==> src/rtl/mips_bus_pkg.sv <==
// Shared types and encodings for the multicycle MIPS memory bus controller.
package mips_bus_pkg;

  typedef enum logic [1:0] {
    IDLE   = 2'd0,
    TURN   = 2'd1,
    ACCESS = 2'd2,
    DONE   = 2'd3
  } state_t;

  typedef enum logic {
    REQ_IF = 1'b0,
    REQ_LS = 1'b1
  } req_id_t;

  localparam logic SW_READ  = 1'b1;
  localparam logic SW_WRITE = 1'b0;

  // Bus direction a requester needs: only an LS store drives the bus.
  function automatic logic req_dir(input req_id_t id, input logic we);
    return (id == REQ_LS && we) ? SW_WRITE : SW_READ;
  endfunction

endpackage

==> src/rtl/rr_arb2.sv <==
// Two-input round-robin arbiter; on a tie the requester not granted last wins.
module rr_arb2
  import mips_bus_pkg::*;
(
  input  logic    clk,
  input  logic    rst_n,
  input  logic    req_if,
  input  logic    req_ls,
  input  logic    update,
  input  req_id_t upd_id,
  output logic    grant_valid,
  output req_id_t grant_id
);

  req_id_t last_q;

  always_ff @(posedge clk) begin
    if (!rst_n) begin
      last_q <= REQ_IF;
    end else if (update) begin
      last_q <= upd_id;
    end
  end

  always_comb begin
    grant_valid = req_if | req_ls;
    grant_id    = REQ_IF;
    if (req_if && req_ls) begin
      grant_id = (last_q == REQ_IF) ? REQ_LS : REQ_IF;
    end else if (req_ls) begin
      grant_id = REQ_LS;
    end
  end

endmodule

==> src/rtl/mem_bus_ctrl.sv <==
// Memory port sequencer: arbitrates IF/LS, drives strobes and bus-switch
// direction, inserts turnaround idles on direction changes.
module mem_bus_ctrl
  import mips_bus_pkg::*;
#(
  parameter int unsigned WAIT_CYCLES = 1,
  parameter int unsigned TURNAROUND  = 1
) (
  input  logic        clk,
  input  logic        rst_n,
  input  logic        if_req,
  input  logic [31:0] if_addr,
  output logic        if_ack,
  input  logic        ls_req,
  input  logic        ls_we,
  input  logic [31:0] ls_addr,
  input  logic [31:0] ls_wdata,
  output logic        ls_ack,
  output logic [31:0] rdata,
  output logic [31:0] mem_addr,
  output logic        mem_cs,
  output logic        mem_we,
  output logic        sw_ctrl,
  output logic [31:0] sw_wdata,
  input  logic [31:0] sw_rdata
);

  localparam logic [3:0] WAIT_LOAD = 4'(WAIT_CYCLES);
  localparam logic [3:0] TURN_LOAD = 4'(TURNAROUND - 1);

  state_t     state;
  logic [3:0] cnt;
  req_id_t    owner;
  logic       we_q;

  logic       grant_valid;
  req_id_t    grant_id;
  logic       grant_we;
  logic       grant_dir;

  rr_arb2 u_arb (
    .clk         (clk),
    .rst_n       (rst_n),
    .req_if      (if_req),
    .req_ls      (ls_req),
    .update      (state == DONE),
    .upd_id      (owner),
    .grant_valid (grant_valid),
    .grant_id    (grant_id)
  );

  always_comb begin
    grant_we  = (grant_id == REQ_LS) && ls_we;
    grant_dir = req_dir(grant_id, ls_we);
  end

  always_ff @(posedge clk) begin
    if (!rst_n) begin
      state    <= IDLE;
      cnt      <= '0;
      owner    <= REQ_IF;
      we_q     <= 1'b0;
      sw_ctrl  <= SW_READ;
      mem_cs   <= 1'b0;
      mem_we   <= 1'b0;
      if_ack   <= 1'b0;
      ls_ack   <= 1'b0;
      rdata    <= '0;
      mem_addr <= '0;
      sw_wdata <= '0;
    end else begin
      if_ack <= 1'b0;
      ls_ack <= 1'b0;
      case (state)
        IDLE: begin
          if (grant_valid) begin
            owner    <= grant_id;
            we_q     <= grant_we;
            mem_addr <= (grant_id == REQ_LS) ? ls_addr : if_addr;
            if (grant_id == REQ_LS) begin
              sw_wdata <= ls_wdata;
            end
            // Direction flips only here, while mem_cs is low, so the switch
            // never turns around under an active access.
            if (grant_dir == sw_ctrl) begin
              state  <= ACCESS;
              mem_cs <= 1'b1;
              mem_we <= grant_we;
              cnt    <= WAIT_LOAD;
            end else begin
              state   <= TURN;
              sw_ctrl <= grant_dir;
              cnt     <= TURN_LOAD;
            end
          end
        end
        TURN: begin
          if (cnt == '0) begin
            state  <= ACCESS;
            mem_cs <= 1'b1;
            mem_we <= we_q;
            cnt    <= WAIT_LOAD;
          end else begin
            cnt <= cnt - 4'd1;
          end
        end
        ACCESS: begin
          if (cnt == '0) begin
            state  <= DONE;
            mem_cs <= 1'b0;
            mem_we <= 1'b0;
            if (!we_q) begin
              rdata <= sw_rdata;
            end
            if (owner == REQ_LS) begin
              ls_ack <= 1'b1;
            end else begin
              if_ack <= 1'b1;
            end
          end else begin
            cnt <= cnt - 4'd1;
          end
        end
        DONE: begin
          state <= IDLE;
        end
        default: begin
          state <= IDLE;
        end
      endcase
    end
  end

endmodule

==> config.mk <==
export PLATFORM = sky130hd
export DESIGN_NAME = mem_bus_ctrl
export DESIGN_NICKNAME = d
export VERILOG_FILES = /design/src/rtl/mips_bus_pkg.sv /design/src/rtl/rr_arb2.sv /design/src/rtl/mem_bus_ctrl.sv
export SDC_FILE = /design/constraint.sdc
export NUM_CORES = 1
export LEC_CHECK = 0
export ABC_AREA = 1
export CAP_MARGIN = 20
export CORE_UTILIZATION = 40
export DETAILED_ROUTE_END_ITERATION = 10
export PLACE_DENSITY = 0.79
export SLEW_MARGIN = 20
export SYNTH_ARGS = -nofsm -noshare
export SYNTH_HDL_FRONTEND = slang
export SYNTH_HIERARCHICAL = 1
export SYNTH_SLANG_ARGS = --single-unit
==> constraint.sdc <==
create_clock -name clk -period 2.08 [get_ports clk]
set_input_delay 0.208 -clock clk [delete_from_list [all_inputs] [get_ports clk]]
set_output_delay 0.208 -clock clk [all_outputs]
set_load 0.005 [all_outputs]
[Word-level counts from Yosys, hierarchy flattened]
Index checks and enable logic that the tools add are counted.
Storage, ports and cells
  flip-flop bits (word level): 110
Operators by class
  reduce and logical (&&, ||, !) cells: 13
  equality and inequality tests: 9
  mux-type cells: 26
  bitwise logic cells: 3
  add/sub/neg operators: 1
Operator list (number)
  $mux W32: 1
  $reduce_and A3 Y1: 6
  $mux W1: 14
  $mux W4: 3
  $pmux W4 S3: 1
  $ne A2 B2 Y1 const B: 5
  $mux W2: 4
  $pmux W2 S4: 1
  $pmux W1 S3: 2
  $reduce_and A5 Y1: 1
  $eq A2 B2 Y1 const B: 2
  $logic_not A4 Y1: 1
  $sub A4 B1 Y4 const B: 1
  $reduce_bool A3 Y1: 1
  $eq A2 B1 Y1 const B: 1
  $logic_and A1 B1 Y1: 2
  $logic_not A2 Y1: 1
  $not A1 Y1: 2
  $reduce_and A2 Y1: 1
  $eq A1 B1 Y1: 1
  $or A1 B1 Y1: 1

[Longest topological paths before layout]
  depth in word-level cells: 8
  gate-level depth with buffers: 11

[Modules after synthesis]
Netlist, hierarchy kept.
By module, submodules not included
  mem_bus_ctrl: seq. area each 2182.1 um^2, area an instance 4478.0 um^2, cells an instance 603, instances 1
  rr_arb2: seq. area each 20.0 um^2, area an instance 52.6 um^2, cells an instance 8, instances 1

[Least setup slack after synthesis]
OpenSTA, ideal clock, no wires.
  path type: register to register
  start: reg state[0]
  end: reg sw_ctrl
  library setup time: 126 ps
  buffers on the path: 2
  required time: 1954 ps
  cell stages (with the launch flop): 9
  setup slack: 585 ps
  data arrival time: 1370 ps
  period minus slack after synthesis: 1495 ps
  path through: dfxtp_1 -> inv_1 -> ha_1 -> nand2_1 -> inv_1 -> buf_4 -> buf_2 -> o21ai_0 -> nand2_1
Between the ends
  word-level cells in the longest chain between the ends: 2
RTL lines
  from (decl): line mem_bus_ctrl.sv:31  | state_t state;
  from (signal assigned): line mem_bus_ctrl.sv:59  | state <= IDLE;
  from (signal assigned): line mem_bus_ctrl.sv:86  | state <= ACCESS;
  from (signal assigned): line mem_bus_ctrl.sv:91  | state <= TURN;
  $logic_not A2 Y1: line mem_bus_ctrl.sv:74  | case (state)
  $reduce_and A3 Y1 (no line)
  to (signal assigned): line mem_bus_ctrl.sv:92  | sw_ctrl <= grant_dir;
  to (decl): line mem_bus_ctrl.sv:23  | output logic sw_ctrl,
Every way passes these cells.
A chain may end at the register's enable or synchronous reset.

[Final worst setup path]
  start: reg state[0]
  end: reg rdata[19]
Between the ends
  word-level cells in the longest chain between the ends: 2
RTL lines
  $eq A2 B2 Y1: line mem_bus_ctrl.sv:74
  $reduce_and A3 Y1 (no line)
  to (signal assigned): line mem_bus_ctrl.sv:113  | rdata <= sw_rdata;
  to (decl): line mem_bus_ctrl.sv:19  | output logic [31:0] rdata,
Every way passes these cells.

==> flow_results.org <==
** Logic synthesis
- The synthesized netlist occupies a cell area of 0.00453 sq mm.
- Counting flops with a built-in enable in the synthesized netlist gives 0.
- Synthesized instance count :: 611
- Sequential-to-total area share from yosys stat :: 0.486
- Summed over all instances, the cell type with the most area after synthesis is dfxtp_1.
- Synth Net Count :: 751
- Yosys printed 6 warnings.
- By area the synthesized netlist is led by dfxtp_1, nor2_1, nand2_1.
- In the synthesized netlist, the cells that appear most often are nor2_1, dfxtp_1, nand2_1.
- Counting distinct cell types in the post-synthesis netlist gives 23.
- Register bit count reported by yosys :: 110
- Syn avg cell area :: 7.42 sq um
- Fraction of synthesized cell area taken by the top area cell type :: 0.486
- Share of synthesized registers carrying an async set or reset :: 0
- The most used flip-flop cell after synthesis is dfxtp_1.
- Most numerous cell in the Yosys netlist :: nor2_1

** Finish
- Fillcell total :: 919
- Sequential cell area :: 0.00220 sq mm
- Area taken by multi-input logic gates :: 0.00191 sq mm
- At the end of the flow, the number of nets in the layout was 967.
- The number of antenna diodes in the final layout is 0.
- Proportion of layout cells with a drive suffix above 1 :: 0.0409
- Relative to the synthesized area, the layout overhead comes to 61.8%.

** Detailed routing
- Met1 Wirelength :: 5.68 mm
- For this block, the routed nets add up to 13.9 mm of wire.
- Detailed-router iteration count before antenna repair :: 8
- Count of antenna-violating nets left after detailed routing :: 0
- In the routed layout, each cell is associated on average with a via count of 4.92.
- Highest routed metal layer :: met4
- DR vias :: 4,782
- Post-detailed-route wirelength per cell :: 14.3 microns
- In this run, the number of DRC markers left after iteration 0 of detailed routing was 306.
- Detail Route met2 WL :: 6.43 mm
- After detailed routing, the number of remaining DRC violations is 0.
- The routed design uses 1.43 mm of met3 wire.

** Worst setup path
- STA classifies the critical path endpoint as a register.
- List of cells traversed by the critical path :: inv_1 > ha_1 > nand3_2 > nor2_4 > inv_2 > nor2_1 > nor2_1
- Data required, critical path :: 2.32 ns
- Data arrival at the endpoint of the critical path :: 2.10 ns
- Among all stages on the critical path, the largest delay is contributed by dfxtp_1.
- STA classifies the critical path startpoint as a register.
- In this design, the stage delay of the slowest critical-path cell is 0.36 ns.
- By instance count, the cell type seen most on the critical path is nor2_1.
- Of all nets on the critical path, the largest fanout is 32.
- The worst setup path is of the register to register kind.

** Floorplanning
- Placeable core region :: 0.0109 sq mm
- Chip width :: 108 microns
- Total number of placement rows :: 38
- For this configuration, the core starts out at a cell density of 0.414.
- I/O pin count :: 234
- The floorplan step set the die height to 108 microns.
- The floorplan step defined a die boundary enclosing 0.0118 sq mm.

** Clocking
- Clock buffer count from CTS :: 9
- The tree is rooted in a clkbuf_16.
- Clock-pin slew was measured on the worst setup and hold paths at 0.07 ns.
- Number of hold buffers added after cts :: 0
- For the worst-skew pair, the clock arrives at the later sink with an insertion delay of 0.35 ns.
- CTS built an H-tree with a depth of 3.
- Maximum clock insertion buffer count :: 2
- Counting every sink on the clock net gives 110.
- Number of gates given a new drive strength after cts :: 0
- TritonCTS built the clock tree.
- The number of setup buffers added after CTS is 0.

** Timing
- For the pin with the worst max-slew slack, the measured transition is 0.588 ns.
- Setup repair after global routing left no endpoint under its margin.
- The final hold violation count came to 0.
- Number of failing setup endpoints in the final timing report :: 0
- In the finished design, the share of the clock period the worst path needs comes to 0.894.
- The number of pins exceeding their max-slew limit in the final report was 0.
- Rel. slew slack :: 0.607
- The routed design could run at a clock period as short as 1.86 ns.
- The tightest hold path in the finished design has a slack of 0.308 ns.
- Clock skew on the completed layout was measured at 0.00516 ns.
- Top achievable clock speed :: 538 MHz
- Setup TNS after final layout :: 0 ns

** Global route
- The number of antenna violations at the first check in global routing was 0.
- Grt ovf :: 0
- The via count of the first global-routing pass is 4,629.
- Total routing resource utilization after global routing :: 0.232
- Largest net degree at the start of global routing :: 65
- The first global-routing pass estimated 21.4 mm of wire.

** Power and ir drop
- For this design the static power due to leakage is 0.00323 uW.
- Largest voltage drop on the vdd net :: 0.000773 V
- Power comes to 9250 uW.
- Pwr dens :: 1260 mW/mm^2

** Place
- The HPWL after detailed placement is 10.0 mm.
- Placer Congestion :: 0.842
- Buffers added on ports :: 233

** Run status
- Result of the run :: finished clean

** Run
- Across the run, the number of max-cap violations was 0.

** Hold path
- In this run the worst hold path is classified as input port to register.
==> metrics by stage <==
stage	instances	area, sq um	setup slack (ns)	util
3_5_place_dp	956	6940	0.223	0.634
2_1_floorplan	611	4530	0.585	-
6_report	972	7330	0.220	0.670
4_1_cts	972	7330	0.210	0.670
3_3_place_gp	956	6940	0.295	0.634
5_1_grt	972	7330	0.0425	0.670
==> worst paths after layout <==
check | cells after the start | slack [ns] | from | to
worst max-delay path | 7 | 0.22 | state[0] | rdata[19]
worst min-delay path | 3 | 0.31 | rst_n | cnt[2]
worst max register to register | 7 | 0.22 | state[0] | rdata[19]
worst min register to register | 1 | 0.48 | owner | if_ack
==> power breakdown <==
group | switching [uW] | internal (uW) | leakage (uW) | total (uW)
Sequential | 393 | 2820 | 0.000906 | 3210
Combinational | 1850 | 1970 | 0.00213 | 3820
Clock | 789 | 1430 | 0.000191 | 2220
==> worst max-delay path: cells and delay by family, from the launching register on <==
kind          cells  cell delay [ns]
buf+inv           2             0.42
fa+ha+maj         1             0.27
flops             1             0.36
simple gates      4             0.70
==> state kept, by name (all words and copies together), names as in the netlist <==
name,cells
cnt,4
if_ack,1
ls_ack,1
mem_addr,32
mem_cs,1
mem_we,1
owner,1
rdata,32
state,2
sw_ctrl,1
sw_wdata,32
u_arb/last_q,1
we_q,1
==> metal layers <==
layer / global-route usage / up-vias
li1: - / 2380
met1: 0.258 / 2160
met2: 0.398 / 218
met3: 0.0766 / 24
met4: 0.112 / 0
met5: 0 / -
==> cell usage in the layout, fill, tap and decap left out, drive strengths merged, types with 10 or more instances in the layout <==
master	netlist	layout
buf	26	10
clkdlybuf4s50	0	232
dfxtp	110	110
inv	57	58
nand2	98	98
nand3	43	43
nor2	144	144
o211ai	32	32
o21ai	66	66
==> cell families after synthesis <==
group / after synthesis / synth area share
AO/OA/AOI/OAI: 108 / 0.138
XOR/XNOR: 1 / 0.00193
adder cells (fa/ha/maj): 7 / 0.0193
buffers and inverters: 94 / 0.0928
flip-flops: 110 / 0.486
AND/OR/NAND/NOR: 291 / 0.262
==> layout make-up <==
| class | count | area share |
|---|---|---|
| timing repair buffer | 242 | 0.332 |
| sequential | 110 | 0.300 |
| multi-input combinational | 407 | 0.261 |
| clock buffer | 9 | 0.0307 |
| inverter | 57 | 0.0292 |
| tap | 140 | 0.0239 |
| clock inverter | 7 | 0.0229 |
Power figures use the tool's default switching activity.
